**config.mk**
```make
export PLATFORM = sky130hd
export DESIGN_NAME = ps2_host_rx
export DESIGN_NICKNAME = d
export VERILOG_FILES = /design/src/rtl/ps2_pkg.sv /design/src/rtl/ps2_sync_filter.sv /design/src/rtl/ps2_host_rx.sv
export SDC_FILE = /design/constraint.sdc
export NUM_CORES = 1
export LEC_CHECK = 0
export ABC_CLOCK_PERIOD_IN_PS = 2150
export BUFFER_PORTS_ARGS = -buffer_cell sky130_fd_sc_hd__buf_4
export CAP_MARGIN = 20
export CORE_MARGIN = 8
export CORE_UTILIZATION = 30
export CTS_BUF_LIST = sky130_fd_sc_hd__clkbuf_16
export DETAILED_ROUTE_END_ITERATION = 12
export PLACE_DENSITY_LB_ADDON = 0.08
export REMOVE_ABC_BUFFERS = 1
export SYNTH_ARGS = -nofsm -noshare
export SYNTH_HDL_FRONTEND = slang
export SYNTH_SLANG_ARGS = --single-unit
```
**constraint.sdc**
```tcl
create_clock -name CLOCK_50 -period 2.15 [get_ports CLOCK_50]
set_input_delay 0.215 -clock CLOCK_50 [delete_from_list [all_inputs] [get_ports CLOCK_50]]
set_output_delay 0.215 -clock CLOCK_50 [all_outputs]
set_load 0.02 [all_outputs]
```
**src/rtl/ps2_pkg.sv**
```systemverilog
// ps2_pkg: shared types and constants for the PS/2 host receiver.
// FSM state enum, frame geometry, default tuning values, parity helper.
package ps2_pkg;

  localparam int PS2_DATA_BITS      = 8;
  localparam int PS2_FRAME_BITS     = 11;
  localparam int PS2_CLK_FILTER_DEF = 8;
  localparam int PS2_TIMEOUT_DEF    = 50000;
  localparam int PS2_FIFO_DEPTH_DEF = 4;

  typedef enum logic [1:0] {
    IDLE,
    DATA,
    PARITY,
    STOP
  } ps2_state_e;

  // Odd parity holds when data plus parity bit has an odd number of ones.
  function automatic logic odd_parity_ok(
    input logic [PS2_DATA_BITS-1:0] d,
    input logic                     p
  );
    return ^{d, p};
  endfunction

endpackage

```
**src/rtl/ps2_sync_filter.sv**
```systemverilog
// ps2_sync_filter: 2-FF synchronizers for ps2_clk/ps2_dat, a glitch
// filter on the clock and a falling-edge pulse.
// Ports: clk_i, rst_i (async, active high), ps2_clk_i, ps2_dat_i in;
//        fall_o (1-cycle pulse), dat_o (synchronized data) out.
module ps2_sync_filter
  import ps2_pkg::*;
#(
  parameter int CLK_FILTER = PS2_CLK_FILTER_DEF
) (
  input  logic clk_i,
  input  logic rst_i,
  input  logic ps2_clk_i,
  input  logic ps2_dat_i,
  output logic fall_o,
  output logic dat_o
);

  localparam int CW = $clog2(CLK_FILTER + 1);

  logic [1:0]    clk_sync_q;
  logic [1:0]    dat_sync_q;
  logic          clk_flt_q, clk_flt_d;
  logic          fall_q, fall_d;
  logic [CW-1:0] cnt_q, cnt_d;

  // A new level must persist CLK_FILTER cycles; any return to the
  // accepted level restarts the count.
  always_comb begin
    clk_flt_d = clk_flt_q;
    cnt_d     = '0;
    fall_d    = 1'b0;
    if (clk_sync_q[1] != clk_flt_q) begin
      if (cnt_q == CW'(CLK_FILTER - 1)) begin
        clk_flt_d = clk_sync_q[1];
        fall_d    = clk_flt_q;
      end else begin
        cnt_d = cnt_q + 1'b1;
      end
    end
  end

  always_ff @(posedge clk_i or posedge rst_i) begin
    if (rst_i) begin
      clk_sync_q <= 2'b11;
      dat_sync_q <= 2'b11;
      clk_flt_q  <= 1'b1;
      cnt_q      <= '0;
      fall_q     <= 1'b0;
    end else begin
      clk_sync_q <= {clk_sync_q[0], ps2_clk_i};
      dat_sync_q <= {dat_sync_q[0], ps2_dat_i};
      clk_flt_q  <= clk_flt_d;
      cnt_q      <= cnt_d;
      fall_q     <= fall_d;
    end
  end

  assign fall_o = fall_q;
  assign dat_o  = dat_sync_q[1];

endmodule

```
**src/rtl/ps2_host_rx.sv**
```systemverilog
// ps2_host_rx: PS/2 host receiver; frames in on ps2_clk/ps2_dat, bytes
// out on rx_data/rx_valid/rx_ready, error pulses, busy.
// Storage: one holding register, or a FIFO when PS2_RX_FIFO_EN is set.
module ps2_host_rx
  import ps2_pkg::*;
#(
  parameter int CLK_FILTER     = PS2_CLK_FILTER_DEF,
  parameter int TIMEOUT_CYCLES = PS2_TIMEOUT_DEF,
  parameter int FIFO_DEPTH     = PS2_FIFO_DEPTH_DEF
) (
  input  logic       CLOCK_50,
  input  logic       reset,
  input  logic       ps2_clk,
  input  logic       ps2_dat,
  output logic [7:0] rx_data,
  output logic       rx_valid,
  input  logic       rx_ready,
  output logic       parity_err,
  output logic       frame_err,
  output logic       overrun,
  output logic       busy
);

  localparam int TW = $clog2(TIMEOUT_CYCLES + 1);
  localparam int DB = PS2_DATA_BITS;

  if (FIFO_DEPTH < 2 ||
      (FIFO_DEPTH & (FIFO_DEPTH - 1)) != 0 ||
      PS2_FRAME_BITS != DB + 3) begin : g_bad_cfg
    $error("ps2_host_rx: bad FIFO_DEPTH or frame size");
  end

  logic fall;
  logic dat;

  ps2_sync_filter #(
    .CLK_FILTER(CLK_FILTER)
  ) u_filt (
    .clk_i    (CLOCK_50),
    .rst_i    (reset),
    .ps2_clk_i(ps2_clk),
    .ps2_dat_i(ps2_dat),
    .fall_o   (fall),
    .dat_o    (dat)
  );

  ps2_state_e    state_q, state_d;
  logic [2:0]    bit_q, bit_d;
  logic [DB-1:0] sh_q, sh_d;
  logic          par_q, par_d;
  logic [TW-1:0] to_q, to_d;
  logic          perr_q, perr_d;
  logic          ferr_q, ferr_d;
  logic          ovr_q;
  logic          push;

  always_comb begin
    state_d = state_q;
    bit_d   = bit_q;
    sh_d    = sh_q;
    par_d   = par_q;
    perr_d  = 1'b0;
    ferr_d  = 1'b0;
    push    = 1'b0;
    // to_q counts cycles elapsed since the most recent fall.
    if (state_q == IDLE) to_d = '0;
    else                 to_d = to_q + 1'b1;
    if (fall) to_d = TW'(1);

    unique case (state_q)
      IDLE: begin
        if (fall && !dat) begin
          state_d = DATA;
          bit_d   = '0;
        end
      end
      DATA: begin
        if (fall) begin
          sh_d  = {dat, sh_q[DB-1:1]};
          bit_d = bit_q + 1'b1;
          if (bit_q == 3'(DB - 1)) state_d = PARITY;
        end
      end
      PARITY: begin
        if (fall) begin
          par_d   = dat;
          state_d = STOP;
        end
      end
      STOP: begin
        if (fall) begin
          state_d = IDLE;
          // Parity wins over stop so a frame raises one error at most.
          if (!odd_parity_ok(sh_q, par_q)) perr_d = 1'b1;
          else if (!dat)                   ferr_d = 1'b1;
          else                             push   = 1'b1;
        end
      end
      default: state_d = IDLE;
    endcase

    if (state_q != IDLE && !fall &&
        to_q == TW'(TIMEOUT_CYCLES - 1)) begin
      state_d = IDLE;
      ferr_d  = 1'b1;
    end
  end

  always_ff @(posedge CLOCK_50 or posedge reset) begin
    if (reset) begin
      state_q <= IDLE;
      bit_q   <= '0;
      sh_q    <= '0;
      par_q   <= 1'b0;
      to_q    <= '0;
      perr_q  <= 1'b0;
      ferr_q  <= 1'b0;
    end else begin
      state_q <= state_d;
      bit_q   <= bit_d;
      sh_q    <= sh_d;
      par_q   <= par_d;
      to_q    <= to_d;
      perr_q  <= perr_d;
      ferr_q  <= ferr_d;
    end
  end

  logic pop;

`ifdef PS2_RX_FIFO_EN
  localparam int PW = $clog2(FIFO_DEPTH);
  localparam int NW = $clog2(FIFO_DEPTH + 1);

  logic [DB-1:0] mem_q [FIFO_DEPTH];
  logic [PW-1:0] wr_q, rd_q;
  logic [NW-1:0] cnt_q;
  logic          full;
  logic          wr_en;

  assign rx_valid = (cnt_q != '0);
  assign rx_data  = mem_q[rd_q];
  assign pop      = rx_valid & rx_ready;
  assign full     = (cnt_q == NW'(FIFO_DEPTH));
  // A full FIFO still takes a push when the head leaves this cycle.
  assign wr_en    = push & (~full | pop);

  always_ff @(posedge CLOCK_50 or posedge reset) begin
    if (reset) begin
      for (int i = 0; i < FIFO_DEPTH; i++) mem_q[i] <= '0;
      wr_q  <= '0;
      rd_q  <= '0;
      cnt_q <= '0;
      ovr_q <= 1'b0;
    end else begin
      if (wr_en) begin
        mem_q[wr_q] <= sh_q;
        wr_q        <= wr_q + 1'b1;
      end
      if (pop) rd_q <= rd_q + 1'b1;
      case ({wr_en, pop})
        2'b10:   cnt_q <= cnt_q + 1'b1;
        2'b01:   cnt_q <= cnt_q - 1'b1;
        default: cnt_q <= cnt_q;
      endcase
      ovr_q <= push & ~wr_en;
    end
  end
`else
  logic [DB-1:0] hold_q;
  logic          hold_v_q;

  assign rx_valid = hold_v_q;
  assign rx_data  = hold_q;
  assign pop      = hold_v_q & rx_ready;

  always_ff @(posedge CLOCK_50 or posedge reset) begin
    if (reset) begin
      hold_q   <= '0;
      hold_v_q <= 1'b0;
      ovr_q    <= 1'b0;
    end else begin
      ovr_q <= 1'b0;
      if (push) begin
        if (!hold_v_q || pop) begin
          hold_q   <= sh_q;
          hold_v_q <= 1'b1;
        end else begin
          ovr_q <= 1'b1;
        end
      end else if (pop) begin
        hold_v_q <= 1'b0;
      end
    end
  end
`endif

  assign parity_err = perr_q;
  assign frame_err  = ferr_q;
  assign overrun    = ovr_q;
  assign busy       = (state_q != IDLE);

endmodule

```
==> results.ini <==
[drt]
routed_wl_um=4562
avgRoutedWirePerCell_um=12.96
vias=1589
route.detailed.drc=0
drt_pass1_iterations=6
via_per_inst=4.514
drt_iter0_drc=34
antenna_left=0

[clocking]
cts-htree-levels=2
cts.sinks=52
clk_pin_slew_ns=0.07
cts_buffers=5
cts_setup_buffers=0
clkLatencyLatePin_ns=0.29
clk_path_buf_depth=2
cts_hold_buf=0
cts_tree=yes
clockRootBuffer=clkbuf_16

[synth]
synth_compound_area_frac=0.04470
synth_edf_count=0
ys_top_cells_by_area=dfrtp_1, dfstp_2, nand2_1, xnor2_1, ha_1
synth_top_area_frac=0.4886
synth-main-ff-cell=dfrtp_1
synth.avg_cell_area_um2=10.89
synthAdderAreaFrac=0.04678
post-synth-top-count-cell=dfrtp_1
synthArstFlopShare=1.000
yosys_warnings=0
synth_seq_cells=52
ys_types=38
synth_top_family_by_area=simple AND/OR/NAND/NOR gates
muxShareOfSynthArea=0.04678
syn_area_um2=2407
synthCells=221
seq_area_frac_synth=0.5431
synth-simple-area-share=0.2006
synth.largest_area_cell=dfrtp_1
ys_top_cells_by_count=dfrtp_1, nand2_1, nor2_1, nand3_1, xnor2_1
synth_xor_area_frac=0.09252

[floorplanning]
row_count=32
core_um2=7767
io_pins=18
die_area_um2=11150
die_h_um=105.6
start_util=0.3099
die_x_um=105.6

[placement]
place_congestion=0.7371
placed_cell_area_um2=2715
pre_cts_ws_ns=0.07685
hpwlAfterDp_um=3285
port_buffers=17

[cells_and_area]
area.growth.synth_to_final_pct=19.07
fin_nets=263
finish.instance_area_um2=2867
drive_gt1_frac=0.2120
post-route-util=0.3690
antenna_cells=0

[sta]
holdWs_ns=-0.009926
hold_violations=15
drv_slew=0
worst_pin_slew_ns=0.5710
timing.fmax_mhz=492.9
finalSetupTns_ns=0
worst_slack_ns=0.1213
setup_viol=0
fin_crit_sh=0.9436
finalCriticalPeriod_ns=2.029
slew_headroom=0.6188
clock_skew_ns=0.006202

[grt]
antenna_found_initial=0
grt_use_total=0.08802
grt_max_degree=28
grt_pass1_wl_um=8059
grt_pass1_vias=1595
grt.overflow.total=0

[power]
clkPwrFrac=0.309
p_per_area_nw_per_um2=854.5
combPwrFrac=0.226
p_leak_nw=1.414
internal_power_w=0.001724
swShare=0.2964
p_total_w=0.002449
netSwitchingPower_w=0.0007259
pwr-share-seq=0.464
ir_drop_uv=304.7

[worst_setup_path]
cp_max_fo=3
critical_path_arrival_ns=2.21
r2r-start=state_q[1]$_DFFE_PP0P_
worstSetupStartpointType=register
end_kind=register
crit_type=reg2reg
cp.required_ns=2.33
worstSetupStartpoint=state_q[1]$_DFFE_PP0P_
r2r_cells=7

[min_path]
min_path_type=in2async

[job]
cap_violations=0

[outcome]
status=finished, violations left
violations=hold timing

-- power groups by stage --
stage / sequential [W] / clock, W / combinational [W]
2_1_floorplan: 0.00115 / 0 / 0.000368
3_3_place_gp: 0.00116 / 0 / 0.000579
3_5_place_dp: 0.00116 / 0 / 0.000565
4_1_cts: 0.00114 / 0.000788 / 0.000569
5_1_grt: 0.00115 / 0.000815 / 0.000646
6_report: 0.00114 / 0.000757 / 0.000555
-- layer usage --
layer / up-vias / part of all wire / GRT usage
met1: 764 / 0.53 / 0.1237
met5: - / 0 / 0
met4: 0 / 0.011 / 0.03618
met2: 21 / 0.43 / 0.1237
met3: 4 / 0.034 / 0.02436
li1: 800 / - / -
-- cells in the final DEF, fill, tap and decap left out, types with 2 or more instances in the layout --
cell type,count
nor2_1,22
and3_1,3
nor4_4,2
nand4_1,2
nand2_1,35
buf_4,25
a21oi_1,3
clkinv_1,2
dfrtp_1,47
nand2b_1,2
nor3_1,5
ha_1,9
nor4_1,3
xor2_1,8
a21o_1,2
clkbuf_16,5
dfstp_2,5
o21ai_0,6
mux2_2,10
nor3b_1,2
inv_1,9
xnor2_1,13
nand3_1,13
-- cells by family after synthesis --
kind of cell,count (synthesis)
AND/OR/NAND/NOR,96
flip-flops,52
XOR/XNOR,23
AO/OA/AOI/OAI,17
buffers and inverters,14
multiplexers,10
adder cells (fa/ha/maj),9
-- registers in the layout, indices dropped and copies added, names as in the netlist, 2 cells and up --
register / cells
to_q: 16
u_filt.dat_sync_q: 2
bit_q: 3
sh_q: 8
u_filt.cnt_q: 4
u_filt.clk_sync_q: 2
rx_data: 8
state_q: 2
-- what timing repair did --
action	in CTS	in global routing
endpoints found under the hold margin	0	0
endpoints found under the setup margin	0	2
gates resized for setup	0	2
-- through the flow --
| step | cells | hold slack (ns) |
|---|---|---|
| floorplan | 216 | 0.2195 |
| global placement | 344 | 0.3177 |
| detailed placement | 344 | 0.3248 |
| CTS | 352 | 0.02099 |
| global route | 352 | 0.02695 |
| finish | 352 | -0.009926 |
-- worst max-delay path: stages (launching register included) --
cell and delay, ns:
dfrtp_1 0.36, inv_1 0.08, ha_1 0.19, or2_1 0.24
or4_4 0.46, nor4_4 0.29, o21ai_1 0.10, a21o_1 0.19
-- final timing paths --
check / to / slack (ns)
worst max-delay path: state_q[0]$_DFFE_PP0P_ / 0.12
worst min-delay path: sh_q[0]$_DFFE_PP0P_ / -0.01
worst max register to register: state_q[0]$_DFFE_PP0P_ / 0.12
worst min register to register: u_filt.dat_sync_q[1]$_DFF_PP1_ / 0.36
max in group asynchronous: u_filt.clk_sync_q[1]$_DFF_PP1_ / 1.55
min in group CLOCK_50: u_filt.clk_sync_q[0]$_DFF_PP1_ / 0.03
-- cell type report --
| class | instances | area (µm²) |
|---|---|---|
| Fill cell | 796 | 4901 |
| Sequential cell | 52 | 1308 |
| Multi-Input combinational cell | 155 | 1054 |
| Timing Repair Buffer | 26 | 207.7 |
| Tap cell | 102 | 127.6 |
| Clock buffer | 5 | 125.1 |
| Inverter | 9 | 33.78 |
| Clock inverter | 3 | 11.26 |
Note: power is estimated with default switching activity, not from simulation.
